**src/rtl/mem_pkg.sv**
```systemverilog
// Shared definitions for the memory-access stage: RV32I funct3 codes,
// FSM state encoding and access-size decode.
package mem_pkg;

    localparam logic [2:0] F3_LB  = 3'b000;
    localparam logic [2:0] F3_LH  = 3'b001;
    localparam logic [2:0] F3_LW  = 3'b010;
    localparam logic [2:0] F3_LBU = 3'b100;
    localparam logic [2:0] F3_LHU = 3'b101;
    localparam logic [2:0] F3_SB  = 3'b000;
    localparam logic [2:0] F3_SH  = 3'b001;
    localparam logic [2:0] F3_SW  = 3'b010;

    localparam logic [1:0] ST_IDLE_ENC   = 2'd0;
    localparam logic [1:0] ST_REQ_ENC    = 2'd1;
    localparam logic [1:0] ST_WAIT_R_ENC = 2'd2;

    typedef enum logic [1:0] {
        IDLE   = ST_IDLE_ENC,
        REQ    = ST_REQ_ENC,
        WAIT_R = ST_WAIT_R_ENC
    } state_t;

    localparam logic [1:0] SZ_BYTE = 2'd0;
    localparam logic [1:0] SZ_HALF = 2'd1;
    localparam logic [1:0] SZ_WORD = 2'd2;

    // Encodings 011 and 11x fall through to word.
    function automatic logic [1:0] size_of(input logic [2:0] f3);
        case (f3[1:0])
            2'b00:   return SZ_BYTE;
            2'b01:   return SZ_HALF;
            default: return SZ_WORD;
        endcase
    endfunction

endpackage

```
**src/rtl/mem_lane_align.sv**
```systemverilog
// Combinational byte-lane steering: store byte enables / replicated write data
// and load lane extraction with sign or zero extension.
module mem_lane_align
    import mem_pkg::*;
(
    input  logic [2:0]  funct3,
    input  logic [1:0]  addr_lo,
    input  logic [31:0] store_data,
    input  logic [31:0] load_data,
    output logic [3:0]  be,
    output logic [31:0] wdata,
    output logic [31:0] load_ext
);

    logic [1:0]         size;
    logic signed [7:0]  byte_sel;
    logic signed [15:0] half_sel;

    assign size = size_of(funct3);

    always_comb begin
        case (addr_lo)
            2'd0:    byte_sel = load_data[7:0];
            2'd1:    byte_sel = load_data[15:8];
            2'd2:    byte_sel = load_data[23:16];
            default: byte_sel = load_data[31:24];
        endcase
        half_sel = addr_lo[1] ? load_data[31:16] : load_data[15:0];
    end

    always_comb begin
        be       = 4'b1111;
        wdata    = store_data;
        load_ext = load_data;
        case (size)
            SZ_BYTE: begin
                be       = 4'b0001 << addr_lo;
                wdata    = {4{store_data[7:0]}};
                load_ext = funct3[2] ? {24'd0, byte_sel} : 32'(byte_sel);
            end
            SZ_HALF: begin
                be       = addr_lo[1] ? 4'b1100 : 4'b0011;
                wdata    = {2{store_data[15:0]}};
                load_ext = funct3[2] ? {16'd0, half_sel} : 32'(half_sel);
            end
            default: ;
        endcase
    end

endmodule

```
**src/rtl/instr_mem_access.sv**
```systemverilog
// Memory-access stage: runs loads/stores on a req/gnt/rvalid bus, one wb pulse per instruction.
// Optional macro MEM_MISALIGN_TRAP_EN traps misaligned half/word accesses instead of masking.
module instr_mem_access
    import mem_pkg::*;
#(
    parameter int ADDR_W = 32
) (
    input  logic              clk,
    input  logic              rst,
    input  logic              ex_valid,
    output logic              ex_ready,
    input  logic              ctrl_memread,
    input  logic              ctrl_memwrite,
    input  logic [2:0]        funct3,
    input  logic [31:0]       alu_result,
    input  logic [31:0]       regs_rdata2,
    output logic              dbus_req,
    output logic              dbus_we,
    output logic [ADDR_W-1:0] dbus_addr,
    output logic [3:0]        dbus_be,
    output logic [31:0]       dbus_wdata,
    input  logic              dbus_gnt,
    input  logic              dbus_rvalid,
    input  logic [31:0]       dbus_rdata,
    output logic              wb_valid,
    output logic [31:0]       wb_data,
    output logic              misalign
);

    state_t      state;
    logic [2:0]  f3_q;
    logic [1:0]  alo_q;
    logic        is_mem;
    logic        mis_trap;
    logic [2:0]  lane_f3;
    logic [1:0]  lane_alo;
    logic [3:0]  lane_be;
    logic [31:0] lane_wdata;
    logic [31:0] lane_load;

    assign is_mem = ctrl_memread | ctrl_memwrite;

`ifdef MEM_MISALIGN_TRAP_EN
    always_comb begin
        mis_trap = 1'b0;
        if (is_mem) begin
            case (size_of(funct3))
                SZ_HALF: mis_trap = alu_result[0];
                SZ_WORD: mis_trap = |alu_result[1:0];
                default: mis_trap = 1'b0;
            endcase
        end
    end
`else
    assign mis_trap = 1'b0;
`endif

    // One aligner serves both directions: live inputs at capture, latched copies for load return.
    assign lane_f3  = (state == IDLE) ? funct3 : f3_q;
    assign lane_alo = (state == IDLE) ? alu_result[1:0] : alo_q;

    mem_lane_align u_align (
        .funct3     (lane_f3),
        .addr_lo    (lane_alo),
        .store_data (regs_rdata2),
        .load_data  (dbus_rdata),
        .be         (lane_be),
        .wdata      (lane_wdata),
        .load_ext   (lane_load)
    );

    always_ff @(posedge clk) begin
        if (rst) begin
            state      <= IDLE;
            ex_ready   <= 1'b1;
            dbus_req   <= 1'b0;
            dbus_we    <= 1'b0;
            dbus_addr  <= '0;
            dbus_be    <= 4'd0;
            dbus_wdata <= 32'd0;
            wb_valid   <= 1'b0;
            wb_data    <= 32'd0;
            misalign   <= 1'b0;
        end else begin
            wb_valid <= 1'b0;
            misalign <= 1'b0;
            case (state)
                IDLE: begin
                    if (ex_valid) begin
                        f3_q  <= funct3;
                        alo_q <= alu_result[1:0];
                        if (is_mem && !mis_trap) begin
                            state      <= REQ;
                            ex_ready   <= 1'b0;
                            dbus_req   <= 1'b1;
                            dbus_we    <= ctrl_memwrite;
                            dbus_addr  <= {alu_result[ADDR_W-1:2], 2'b00};
                            dbus_be    <= lane_be;
                            dbus_wdata <= lane_wdata;
                        end else begin
                            wb_valid <= 1'b1;
                            wb_data  <= alu_result;
                            misalign <= mis_trap;
                        end
                    end
                end
                REQ: begin
                    if (dbus_gnt) begin
                        dbus_req <= 1'b0;
                        if (dbus_we) begin
                            state    <= IDLE;
                            ex_ready <= 1'b1;
                            wb_valid <= 1'b1;
                            wb_data  <= 32'd0;
                        end else begin
                            state <= WAIT_R;
                        end
                    end
                end
                WAIT_R: begin
                    if (dbus_rvalid) begin
                        state    <= IDLE;
                        ex_ready <= 1'b1;
                        wb_valid <= 1'b1;
                        wb_data  <= lane_load;
                    end
                end
                default: begin
                    state    <= IDLE;
                    ex_ready <= 1'b1;
                end
            endcase
        end
    end

endmodule

```
**config.mk**
```make
export PLATFORM = sky130hd
export DESIGN_NAME = instr_mem_access
export DESIGN_NICKNAME = d
export VERILOG_FILES = /design/src/rtl/mem_pkg.sv /design/src/rtl/mem_lane_align.sv /design/src/rtl/instr_mem_access.sv
export SDC_FILE = /design/constraint.sdc
export NUM_CORES = 1
export LEC_CHECK = 0
export ABC_AREA = 1
export CORE_MARGIN = 2
export CORE_UTILIZATION = 39
export DETAILED_ROUTE_END_ITERATION = 7
export PLACE_DENSITY = 0.84
export SKIP_CTS_REPAIR_TIMING = 1
export SLEW_MARGIN = 20
export SYNTH_ARGS = -nofsm -noshare
export SYNTH_HDL_FRONTEND = slang
export SYNTH_SLANG_ARGS = --single-unit
```
**constraint.sdc**
```tcl
create_clock -name clk -period 1.9 [get_ports clk]
set_clock_uncertainty 0.15 [all_clocks]
set_input_delay 0.57 -clock clk [delete_from_list [all_inputs] [get_ports clk]]
set_output_delay 0.57 -clock clk [all_outputs]
set_load 0.005 [all_outputs]
```
Word level (Yosys, flattened, before mapping) --
Index checks and enable logic that the tools add are counted.
Storage, ports and cells: register bits after elaboration 109, input bits 106, output and inout bits 105, logic and storage cells 77
Operators by class: eq/ne operators 12, shifts and indexed selects 1, multiplexer cells 39, bitwise logic cells 2, reduce and logical (&&, ||, !) cells 12
Operator list (number):
- $mux W32 | 7
- $pmux W32 S2 | 2
- $pmux W32 S3 | 1
- $pmux W8 S3 | 1
- $mux W16 | 1
- $mux W1 | 13
- $mux W2 | 6
- $ne A2 B2 Y1 const B | 6
- $eq A2 B1 Y1 const B | 4
- $logic_not A2 Y1 | 4
- $pmux W4 S2 | 1
- $reduce_and A4 Y1 | 2
- $pmux W1 S3 | 2
- $pmux W2 S3 | 1
- $reduce_and A3 Y1 | 2
- $reduce_and A6 Y1 | 1
- $reduce_and A5 Y1 | 1
- $eq A2 B2 Y1 const B | 2
- $mux W4 | 1
- $pmux W2 S2 | 1
- $shl A1 B2 Y4 const A | 1
- $mux W3 | 1
- $reduce_bool A3 Y1 | 1
- $pmux W1 S2 | 1
- 3 further kinds | 3

Longest topological paths before layout --
depth after elaboration 8, depth in mapped cells 15, gate-level depth less buffers 14

By module --
Synthesis repeated with hierarchy kept, for this count alone.
Second synthesis, totals: cells, all modules 943, area total of the unflattened synthesis 6029.5 um^2
Modules (own cells, without submodules):
- instr_mem_access | times used 1, cells an instance 691, area each 4852.2 um^2, sequential area each 2232.1 um^2
- mem_lane_align | times used 1, cells an instance 252, area each 1177.4 um^2, sequential area each 0.0 um^2

Least setup slack after synthesis --
OpenSTA, ideal clock, no wires.
path type reg-to-reg, start point register state[0], end point register wb_data[24], setup time 0.119 ns, data arrival time 1.805 ns, required time 1.631 ns, setup slack -0.174 ns, cell stages (with the launch flop) 14, buffers on the path 2, clock period less this slack 2.074 ns, cells stage by stage dfxtp_1 inv_1 ha_1 buf_4 nand2_1 o21ai_2 nand2_2 nand2_1 nand2_2 nand3_4 nand3_4 buf_6 nand2_1 a21oi_1
On the way: longest elaborated chain between the ends 8, elaborated cells on any way between the ends 27, those cells by class 11 x eq/ne; 10 x mux; 6 x reduce/logical
RTL lines:
- from (decl) | RTL line instr_mem_access.sv:30 | state_t state;
- from (signal assigned) | RTL line instr_mem_access.sv:74 | state <= IDLE;
- from (signal assigned) | RTL line instr_mem_access.sv:93 | state <= REQ;
- from (signal assigned) | RTL line instr_mem_access.sv:111 | state <= IDLE;
- $logic_not A2 Y1 | RTL line instr_mem_access.sv:59, instr_mem_access.sv:60, instr_mem_access.sv:87
- $mux W3 / $mux W2 (equally long branches) | RTL line instr_mem_access.sv:59, instr_mem_access.sv:60
- $eq A2 B1 Y1, or another cell as far along | RTL line mem_pkg.sv:30 | case (f3[1:0])
- $pmux W2 S2 / $pmux W8 S3 (equally long branches) | RTL line mem_pkg.sv:30, mem_lane_align.sv:22
- $eq A2 B1 Y1, or another cell as far along | RTL line mem_lane_align.sv:35 | case (size)
- $pmux W32 S2 | RTL line mem_lane_align.sv:35
- $mux W32 | RTL line instr_mem_access.sv:121 | if (dbus_rvalid) begin
- $pmux W32 S3 | RTL line instr_mem_access.sv:87 | case (state)
- to (signal assigned) | RTL line instr_mem_access.sv:102 | wb_data <= alu_result;
- to (signal assigned) | RTL line instr_mem_access.sv:125 | wb_data <= lane_load;
- to (decl) | RTL line instr_mem_access.sv:26 | output logic [31:0] wb_data,
Several ways; a longest one is shown, not always the timed one. The select of a mux whose other input is x is not followed. A chain may end at the register's enable or synchronous reset.

Final worst setup path --
start point register state[0], end point register wb_data[12]
The elaborated chain is that of the path after synthesis.

==> flow_summary_export.csv <==
group,metric,value,unit
placed_design,dp_slack,-536,ps
clocking,cts_buffer_depth,2,
placed_design,finalWeightedCongestion,0.938,
logic_synthesis,synth_area,0.00513,mm^2
clocking,cts_buffers,9,
sta,fin_setup_tns,-4260,ps
clocking,cts_htree_levels,3,
logic_synthesis,ys_ff_latch,109,
final_layout,final_nets,1091,
final_layout,final_cells,1157,
setup_path,path_buf_inv,3,
setup_path,cp_cell_sequence,"inv_2, ha_4, buf_6, nand2_1, nand2_1, nand3_1, nand3_2, nand3_4, buf_6, nand3_1, nand2_1, a21oi_1",
sta,rsz0062_at_grt,"true",
detailed_routing,vias_per_cell,5.46,
final_layout,fin_util,0.695,
detailed_routing,wirelength,21.5,mm
floorplan,fp.dieArea,0.0141,mm^2
sta,min_period,2100,ps
global_route,globalRouteMet2Util,0.403,
setup_path,cp-end-kind,"flip-flop",
final_layout,design_area,0.00884,mm^2
global_route,antenna_found_initial,0,
floorplan,pin_count,211,
setup_path,cp_slowest_cell,"dfxtp_2",
setup_path,path_class,"reg2reg",
floorplan,num_rows,41,
sta,fin_ws,-202,ps
clocking,clk_pin_slew,70,ps
global_route,grtUsageTotal,0.254,
detailed_routing,route.detailed.drc,0,
global_route,busiest_layer,"met2",
setup_path,cp-start-kind,"flip-flop",
logic_synthesis,synth_cell_type_count,29,
clocking,cts_tree,"built",
detailed_routing,drtIter0Drc,571,
logic_synthesis,syn_inst,735,
global_route,grt_util_met1,0.329,
placed_design,port_buffers,207,
logic_synthesis,synthArstFlopShare,0,
logic_synthesis,ys.flop_type,"dfxtp_1",
detailed_routing,vias,6317,
final_layout,antennaDiodeCount,0,
floorplan,coreArea,0.0127,mm^2
global_route,grt_pass1_vias,5500,
sta,final-max-slew-violation-count,0,
sta,setup_viol,42,
placed_design,place_hpwl,13.7,mm
logic_synthesis,synth-edff-count,5,
sta,finalCritPeriodShare,1.11,
global_route,grtUsageMet3,0.0555,
detailed_routing,ant_nets,0,
outcome,violations,"setup timing",
job,maxCapViolCount,0,
worst_hold_path,min_path_type,"reg2reg",
global_route,grt_pass1_wl,28.6,mm
setup_path,cpPeakStageDelay,330,ps
global_route,grt_max_degree,51,
outcome,status,"finished, violations left",
setup_path,crit_arrival,2230,ps
placed_design,dpl-instance-area,0.00776,mm^2
power,irDropWorstVdd,0.000904,V
clocking,cts_sinks,109,
floorplan,die_w,119,um
power,leakage,5.21,nW
clocking,cts_root_buffer,"clkbuf_16",
final_layout,n_fill_cell,960,
detailed_routing,wl_per_cell,18.6,um
sta,hold_viol_final,0,
setup_path,crit_family,"simple AND/OR/NAND/NOR gates",
final_layout,syn_to_final_growth,72.4,%
detailed_routing,firstDrtPassIters,6,
final_layout,drive_above_1_share,0.188,
logic_synthesis,avgSynthCellArea,6.98,um^2
logic_synthesis,yosysSeqAreaShare,0.435,
logic_synthesis,yosysWarnings,0,
setup_path,worstPathMaxFanout,7,
global_route,overflow,0,
power,p_per_area,1530,mW/mm^2
setup_path,crit_top_cell,"nand2_1",
floorplan,initial_core_util,0.403,
floorplan,die_h,119,um
setup_path,cp.required,2030,ps
sta,fmax,476,MHz
placed_design,placedCellCount,1122,
clocking,clk_latency,350,ps
-- cells by family after synthesis --
logic type / Yosys count / share of synthesized area
compound gates: 226 / 0.235
fa+ha+maj: 5 / 0.0122
buf+inv: 104 / 0.0829
flops: 109 / 0.435
mux: 1 / 0.00195
other cells: 1 / 0.000731
simple gates: 289 / 0.232
-- metal layers --
| layer | routed length (um) | vias up |
|---|---|---|
| met5 | 0 | - |
| met4 | 867 | 0 |
| met3 | 1950 | 67 |
| met2 | 10100 | 365 |
| met1 | 8590 | 2935 |
| li1 | - | 2950 |
-- worst min-delay path, cell delays in order (launching register included) --
cell	delay (ps)
dfxtp_2	320
nand2_1	50
a21oi_1	50
-- cell usage after synthesis (2+ instances only) --
cell type | count | area, um^2
edfxtp_1 | 5 | 150
buf_4 | 6 | 45.0
nand2_2 | 3 | 18.8
a21oi_1 | 103 | 515
nand2_1 | 138 | 518
ha_1 | 5 | 62.6
inv_2 | 4 | 15.0
o22ai_1 | 3 | 18.8
o21ai_1 | 2 | 10.0
buf_1 | 2 | 7.51
nand3_4 | 2 | 35.0
o211ai_1 | 17 | 128
nor2_1 | 96 | 360
nand4_1 | 2 | 12.5
a31oi_1 | 8 | 50.1
dfxtp_1 | 104 | 2080
buf_2 | 4 | 20.0
clkbuf_1 | 38 | 143
nand3_1 | 47 | 235
a311oi_1 | 2 | 17.5
inv_1 | 48 | 180
o21ai_0 | 88 | 440
a211oi_1 | 2 | 15.0
-- placed cells by master, fill, tap and decap left out, types with 2 or more instances in the layout --
cell,instances
nand2_4,3
nand2_2,13
conb_1,3
o21ai_1,18
nand3_1,37
a21oi_1,91
a311oi_1,2
nand2_1,126
dfxtp_2,30
o22ai_1,3
a21oi_2,12
nor2_1,89
dfxtp_1,74
o211ai_1,17
buf_6,7
a31oi_1,8
edfxtp_1,5
nand3_2,8
o21ai_4,3
inv_8,2
buf_12,8
inv_2,6
nor2_2,5
nand3_4,5
clkdlybuf4s50_1,104
o21ai_0,69
nor2_4,2
clkinv_2,4
dlymetal6s2s_1,103
clkbuf_16,14
nand4_1,2
ha_1,3
buf_4,54
inv_1,44
-- flip-flops by register name (all words and copies together) (netlist names) --
name,count
dbus_wdata,32
wb_data,32
dbus_addr,30
dbus_be,4
f3_q,3
alo_q,2
state,2
dbus_req,1
dbus_we,1
ex_ready,1
wb_valid,1
-- report_power, final --
| part | leakage (nW) | internal, W | switching [W] | total [W] |
|---|---|---|---|---|
| clock | 0.149 | 0.00105 | 0.000850 | 0.00190 |
| combinational | 4.14 | 0.00368 | 0.00437 | 0.00805 |
| sequential | 0.913 | 0.00315 | 0.000398 | 0.00355 |
| total | 5.21 | 0.00789 | 0.00562 | 0.0135 |
-- cell type report --
class                      instances  area [um^2]  share of cell area
sequential                       109         2270               0.257
tap                              172          215              0.0243
clock inverter                     5         50.0             0.00566
clock buffer                      11          243              0.0275
timing repair buffer             282         3110               0.352
multi-input combinational        525         2730               0.309
inverter                          53          216              0.0245
-- stage by stage --
step	total power [W]	hold WS [ps]
floorplan	0.00692	307
CTS	0.0122	311
detailed placement	0.0103	300
global placement	0.0102	297
global route	0.0142	320
finish	0.0135	307
-- worst paths after layout --
kind                                     from             to  slack [ps]  depth (start not counted)
worst max-delay path                 state[0]    wb_data[12]        -200                         12
worst min-delay path            dbus_wdata[1]  dbus_wdata[1]         310                          2
worst max register to register       state[0]    wb_data[12]        -200                         12
worst min register to register  dbus_wdata[1]  dbus_wdata[1]         310                          2
Note: power is estimated with default switching activity, not from simulation.
